### config.mk
export PLATFORM = sky130hd
export DESIGN_NAME = mul_wb_drain
export DESIGN_NICKNAME = d
export VERILOG_FILES = /design/src/rtl/mul_wb_drain_pkg.sv /design/src/rtl/mul_drain_fifo.sv /design/src/rtl/mul_wb_drain.sv
export SDC_FILE = /design/constraint.sdc
export NUM_CORES = 1
export LEC_CHECK = 0
export CAP_MARGIN = 25
export CELL_PAD_IN_SITES_DETAIL_PLACEMENT = 1
export CELL_PAD_IN_SITES_GLOBAL_PLACEMENT = 2
export CORE_UTILIZATION = 30
export CTS_CLUSTER_DIAMETER = 30
export DETAILED_ROUTE_END_ITERATION = 16
export HOLD_SLACK_MARGIN = 0.02
export PLACE_DENSITY_LB_ADDON = 0.1
export SYNTH_ARGS = -nofsm -noshare
export SYNTH_HDL_FRONTEND = slang
export SYNTH_SLANG_ARGS = --single-unit
### constraint.sdc
create_clock -name clk -period 17.1 [get_ports clk]
set_input_delay 2.565 -clock clk [delete_from_list [all_inputs] [get_ports clk]]
set_output_delay 2.565 -clock clk [all_outputs]
set_load 0.03 [all_outputs]
### src/rtl/mul_wb_drain_pkg.sv
// Shared constants and occupancy decode for the multiply write-back drain.
// Queue entries are packed as {overflow, zero, dst[4:0], result}.
package mul_wb_drain_pkg;

  localparam int MULQ_REG_SIZE = 32;
  localparam int MULQ_DEPTH    = 4;

  typedef enum logic [1:0] {
    OCC_EMPTY   = 2'd0,
    OCC_PARTIAL = 2'd1,
    OCC_FULL    = 2'd2
  } occ_state_t;

  // Classify queue occupancy from the raw entry count.
  function automatic occ_state_t occ_decode(input int cnt, input int depth);
    occ_state_t occ;
    if (cnt == 0) begin
      occ = OCC_EMPTY;
    end else if (cnt >= depth) begin
      occ = OCC_FULL;
    end else begin
      occ = OCC_PARTIAL;
    end
    return occ;
  endfunction

endpackage

### src/rtl/mul_drain_fifo.sv
// Circular holding queue for multiply results waiting for the write port.
// Exposes each slot's dst and a "live" flag (valid and not an overflow entry)
// so the top can build the pending-destination mask.
module mul_drain_fifo #(
  parameter int REG_SIZE = 32,
  parameter int DEPTH    = 4,
  parameter int CNT_W    = $clog2(DEPTH) + 1,
  parameter int ENT_W    = REG_SIZE + 7
) (
  input  logic                  clk,
  input  logic                  reset,
  input  logic                  clr,
  input  logic                  push,
  input  logic                  pop,
  input  logic [ENT_W-1:0]      wr_entry,
  output logic [ENT_W-1:0]      head_entry,
  output logic [CNT_W-1:0]      count,
  output logic [DEPTH-1:0][4:0] ent_dst,
  output logic [DEPTH-1:0]      ent_live
);

  localparam int PTR_W = $clog2(DEPTH);

  logic [ENT_W-1:0] mem_r [DEPTH];
  logic [PTR_W-1:0] head_r;
  logic [PTR_W-1:0] tail_r;
  logic [CNT_W-1:0] count_r;
  logic [PTR_W-1:0] offset_s;

  // Write the incoming entry at the tail slot.
  always_ff @(posedge clk or posedge reset) begin
    if (reset) begin
      for (int i = 0; i < DEPTH; i++) begin
        mem_r[i] <= '0;
      end
    end else if (push && !clr) begin
      mem_r[tail_r] <= wr_entry;
    end
  end

  // Advance pointers and track occupancy; clear wins over push and pop.
  always_ff @(posedge clk or posedge reset) begin
    if (reset) begin
      head_r  <= '0;
      tail_r  <= '0;
      count_r <= '0;
    end else if (clr) begin
      head_r  <= '0;
      tail_r  <= '0;
      count_r <= '0;
    end else begin
      if (push) begin
        tail_r <= tail_r + PTR_W'(1);
      end
      if (pop) begin
        head_r <= head_r + PTR_W'(1);
      end
      case ({push, pop})
        2'b10:   count_r <= count_r + CNT_W'(1);
        2'b01:   count_r <= count_r - CNT_W'(1);
        default: count_r <= count_r;
      endcase
    end
  end

  assign head_entry = mem_r[head_r];
  assign count      = count_r;

  // Slot i is occupied when its distance from head is below the count.
  always_comb begin
    offset_s = '0;
    ent_dst  = '0;
    ent_live = '0;
    for (int i = 0; i < DEPTH; i++) begin
      offset_s    = PTR_W'(i) - head_r;
      ent_dst[i]  = mem_r[i][ENT_W-3 -: 5];
      ent_live[i] = ({1'b0, offset_s} < count_r) & ~mem_r[i][ENT_W-1];
    end
  end

endmodule

### src/rtl/mul_wb_drain.sv
// Drain end of the multiply pipe: filters finished products, bypasses or
// queues them behind the ALU on the shared register-file write port, raises
// overflow exceptions in order, and publishes pending destinations.
module mul_wb_drain
  import mul_wb_drain_pkg::*;
#(
  parameter int REG_SIZE = MULQ_REG_SIZE,
  parameter int DEPTH    = MULQ_DEPTH,
  parameter int CNT_W    = $clog2(DEPTH) + 1
) (
  input  logic                clk,
  input  logic                reset,
  input  logic                flush,
  input  logic                in_valid,
  input  logic [REG_SIZE-1:0] in_result,
  input  logic                in_zero,
  input  logic                in_overflow,
  input  logic [4:0]          in_dst,
  output logic                in_ready,
  input  logic                alu_wb_valid,
  output logic                wb_valid,
  output logic [REG_SIZE-1:0] wb_data,
  output logic [4:0]          wb_dst,
  output logic                wb_zero,
  output logic                ovf_exc,
  output logic [4:0]          ovf_dst,
  output logic [31:0]         pending_mask,
  output logic [CNT_W-1:0]    count
);

  localparam int ENT_W = REG_SIZE + 7;

  occ_state_t          occ_s;
  logic                push_s;
  logic                keep_s;
  logic                pop_s;
  logic                bypass_s;
  logic                enq_s;
  logic                issue_s;
  logic [ENT_W-1:0]    in_entry_s;
  logic [ENT_W-1:0]    head_entry_s;
  logic [ENT_W-1:0]    issue_entry_s;
  logic [CNT_W-1:0]    count_s;
  logic [DEPTH-1:0][4:0] ent_dst_s;
  logic [DEPTH-1:0]    ent_live_s;
  logic [31:0]         mask_s;

  logic                wb_valid_r;
  logic [REG_SIZE-1:0] wb_data_r;
  logic [4:0]          wb_dst_r;
  logic                wb_zero_r;
  logic                ovf_exc_r;
  logic [4:0]          ovf_dst_r;

  assign in_entry_s = {in_overflow, in_zero, in_dst, in_result};
  assign occ_s      = occ_decode(int'(count_s), DEPTH);
  assign in_ready   = (occ_s != OCC_FULL) & ~flush & ~reset;

  // Accept filter and the pop / bypass / enqueue decision for this edge.
  always_comb begin
    push_s        = in_valid & in_ready;
    keep_s        = push_s & (in_overflow | (in_dst != 5'd0));
    pop_s         = ~alu_wb_valid & (occ_s != OCC_EMPTY) & ~flush;
    bypass_s      = ~alu_wb_valid & (occ_s == OCC_EMPTY) & keep_s & ~flush;
    enq_s         = keep_s & ~bypass_s & ~flush;
    issue_s       = pop_s | bypass_s;
    issue_entry_s = pop_s ? head_entry_s : in_entry_s;
  end

  mul_drain_fifo #(
    .REG_SIZE (REG_SIZE),
    .DEPTH    (DEPTH),
    .CNT_W    (CNT_W),
    .ENT_W    (ENT_W)
  ) u_fifo (
    .clk        (clk),
    .reset      (reset),
    .clr        (flush),
    .push       (enq_s),
    .pop        (pop_s),
    .wr_entry   (in_entry_s),
    .head_entry (head_entry_s),
    .count      (count_s),
    .ent_dst    (ent_dst_s),
    .ent_live   (ent_live_s)
  );

  // Issue register: overflow entries raise the exception instead of writing.
  always_ff @(posedge clk or posedge reset) begin
    if (reset) begin
      wb_valid_r <= 1'b0;
      wb_data_r  <= '0;
      wb_dst_r   <= 5'd0;
      wb_zero_r  <= 1'b0;
      ovf_exc_r  <= 1'b0;
      ovf_dst_r  <= 5'd0;
    end else if (flush) begin
      wb_valid_r <= 1'b0;
      ovf_exc_r  <= 1'b0;
    end else if (issue_s) begin
      wb_valid_r <= ~issue_entry_s[ENT_W-1];
      ovf_exc_r  <= issue_entry_s[ENT_W-1];
      wb_zero_r  <= issue_entry_s[ENT_W-2];
      wb_dst_r   <= issue_entry_s[ENT_W-3 -: 5];
      ovf_dst_r  <= issue_entry_s[ENT_W-3 -: 5];
      wb_data_r  <= issue_entry_s[REG_SIZE-1:0];
    end else begin
      wb_valid_r <= 1'b0;
      ovf_exc_r  <= 1'b0;
    end
  end

  // Decode held non-overflow destinations into the hazard mask; r0 never pends.
  always_comb begin
    mask_s = 32'd0;
    for (int i = 0; i < DEPTH; i++) begin
      mask_s[ent_dst_s[i]] = mask_s[ent_dst_s[i]] | ent_live_s[i];
    end
    mask_s[0] = 1'b0;
  end

  assign wb_valid     = wb_valid_r;
  assign wb_data      = wb_data_r;
  assign wb_dst       = wb_dst_r;
  assign wb_zero      = wb_zero_r;
  assign ovf_exc      = ovf_exc_r;
  assign ovf_dst      = ovf_dst_r;
  assign pending_mask = mask_s;
  assign count        = count_s;

endmodule

==> results.toml <==
[run_status]
status = "finished clean"

[place]
place_inst = 1785
gp_congestion = 0.8547
dp.final_hpwl_um = 30460
portBuffers = 123

[yosys]
synth.largest_area_cell = "dfrtp_1"
synth_area_mm2 = 0.01240
netlist_instances = 1198
ys_types = 90
synth_ff_type = "dfrtp_1"
synth_warnings = 0
ys_ff_latch = 203
synth_area_leaders = "dfrtp_1, mux2_2, mux4_2"
syn_nets = 1251
synth_top_area_share_pct = 40.95
ys_seq_area_share_pct = 40.95
synthArstFlopShare_pct = 100.0
synth_edf_count = 0
synth_area_per_cell_um2 = 10.35

[floorplan]
dieHeight_um = 205.3
die_area_mm2 = 0.04216
floorplan.initialDensity_pct = 30.38
die_w_um = 205.3
io_pins = 125
coreArea_mm2 = 0.04083
rows = 74

[layout]
fillers = 4477
fin_cells = 1860
diodes = 0
drive_gt1_share_pct = 24.55
nets = 1350
final_util_pct = 38.24
syn2layout_area_growth_pct = 25.87

[clock_network]
post-cts-setup-buffers = 0
tritoncts = "built"
path_clk_slew_ns = 0.04
hold_buffers = 0
cts_sinks = 203
htreeDepth = 2
clock-root-buffer = "clkbuf_16"
cts_resized = 0
clock_path_buffers = 3
clkLatencyLatePin_ns = 0.52
cts_buffers = 41

[sta]
tightest_slew_ns = 1.096
tns_ns = 0
setup_violations = 0
min_period_ns = 9.050
hold_viol_final = 0
rsz0062_at_grt = "no"
finClkSkew_ns = 0.02102
fin_crit_sh_pct = 52.92
slew_viol_final = 0
slew_headroom_pct = 26.83
fmax_mhz = 110.5

[grt]
grt_pass1_vias = 10950
antenna_found_initial = 2
grt_max_degree = 143
grt_pass1_wl_um = 67720
grt-ovfl-total = 0
grtUsageTotal_pct = 21.15

[routing]
drc_errors = 0
wl_um = 43570
avgRoutedWirePerCell_um = 23.42
drt-pass1-iter-count = 5
first_iter_violations = 411
vias_per_cell = 5.495
via_count = 10220
drtAntennaViolNets = 0

[power]
power_density_mw_per_mm2 = 168.4
comb_power_share_pct = 37.1
pwr-share-seq_pct = 29.8
leakagePower_nw = 6.609
p_int_mw = 1.665
swShare_pct = 36.68
power_frac_clock_pct = 33.1
switchingPower_uw = 964.5
vdd_drop_max_v = 0.0001428

[setup_path]
slowest_delay_ns = 0.73
worstPathCellList = "xor2_1, ha_1, nand2b_1, o211ai_1, o41a_1, nand2_1, a21boi_1, a21boi_0, nor4bb_1, buf_4, and2_1, a41o_1, nand4_4, nor3_4, o21ai_1, clkdlybuf4s50_1"
worstPathRequired_ns = 14.53
cpMaxStageDelayCell = "dfrtp_2"
cp-start-kind = "flop"
arrival_ns = 6.49
crit_fanout = 20
worst-setup-path-type = "flop to output pin"
end_kind = "output pin"

[min_path]
hold_path.class = "flop to flop"

[job]
cap_violations = 0
[cells in the mapped netlist, drive strengths merged, types with 8 or more instances]
master / n
a31oi: 20
nand3: 28
nand2: 129
nor4: 8
buf: 36
a211oi: 12
dfrtp: 203
nor3: 28
o21ai: 68
clkbuf: 49
a21oi: 69
nor2: 97
mux2: 159
inv: 12
nand2b: 15
nor3b: 13
mux2i: 44
xor2: 10
nor2b: 14
mux4: 39
ha: 8
[routing by layer]
metal	up-vias	part of all wire, %	GRT usage (%)
met5	-	0.064	0
met4	4	2.9	7.063
li1	4630	-	-
met3	79	2.9	2.787
met1	5318	42	26.03
met2	190	52	37.87
[layout by cell type (no fill, tap or decap), types with 28 or more instances in the layout]
cell	instances
o21ai_0	60
mux4_2	39
mux2i_1	44
mux2_2	159
nand3_1	28
nand2_1	123
dfrtp_1	201
nor2_1	96
a21oi_1	69
clkbuf_16	41
clkdlybuf4s50_1	123
[cells by family after synthesis]
group	after synthesis	synth area share [%]
DFF	203	40.95
buffers and inverters	98	3.450
xor gates and xnor gates	13	0.9179
and+or+nand+nor	381	15.39
other	1	0.03023
AOI/OAI and AO/OA	251	13.22
adders and majority gates	9	0.9684
muxes	242	25.07
[critical path: cells and delay by family, from the launching register on]
kind / cells / cell delay [ns]
buf+inv: 2 / 0.84
xor+xnor: 1 / 0.17
simple gates: 6 / 1.88
compound gates: 6 / 2.01
flops: 1 / 0.73
fa+ha+maj: 1 / 0.33
[state kept, by name (all words and copies together) (netlist names)]
name	count
u_fifo.mem_r	136
wb_data	32
u_fifo.ent_dst	20
ovf_dst	5
u_fifo.count	3
u_fifo.head_r	2
u_fifo.tail_r	2
ovf_exc	1
wb_valid	1
wb_zero	1
[worst paths after layout]
| check | slack, ns | startpoint | cells after the start | end |
|---|---|---|---|---|
| max in group asynchronous | 13.49 | reset | 3 | u_fifo.mem_r[76] |
| min reg2reg | 0.47 | wb_data[27] | 2 | wb_data[27] |
| min | 0.47 | wb_data[27] | 2 | wb_data[27] |
| max | 8.05 | u_fifo.head_r[1] | 16 | pending_mask[1] |
| min in group asynchronous | 2.51 | reset | 2 | wb_data[17] |
| max reg2reg | 13.48 | u_fifo.count[2] | 6 | u_fifo.mem_r[22] |
[through the flow]
step | worst slack (ns) | power, mW | hold WS [ns] | area, um2
after global routing | 7.514 | 2.775 | 0.5041 | 15610
after CTS | 8.039 | 2.657 | 0.4797 | 15590
after floorplan | 8.996 | 1.430 | 0.4739 | 12400
after global placement | 8.717 | 1.761 | 0.4651 | 14080
final | 8.050 | 2.630 | 0.4733 | 15610
after detailed placement | 8.594 | 1.770 | 0.4695 | 14080
[power groups by stage]
stage	logic [mW]	clock network [mW]	registers [mW]
global route	1.06	0.909	0.810
finish	0.976	0.869	0.785
floorplan	0.637	0	0.793
global placement	0.976	0	0.785
detailed placement	0.980	0	0.789
CTS	0.985	0.887	0.785
[layout make-up]
class                   instances  area [um2]  share of cell area [%]
well taps                     532       665.6                   4.263
flip-flops and latches        203        5082                   32.55
multi-input cells             897        6920                   44.32
repair buffers                141        1386                   8.879
clock buffers                  51        1114                   7.132
inverters                      13       56.30                  0.3606
clock inverters                23       389.1                   2.492
(Power assumes the default switching activity.)
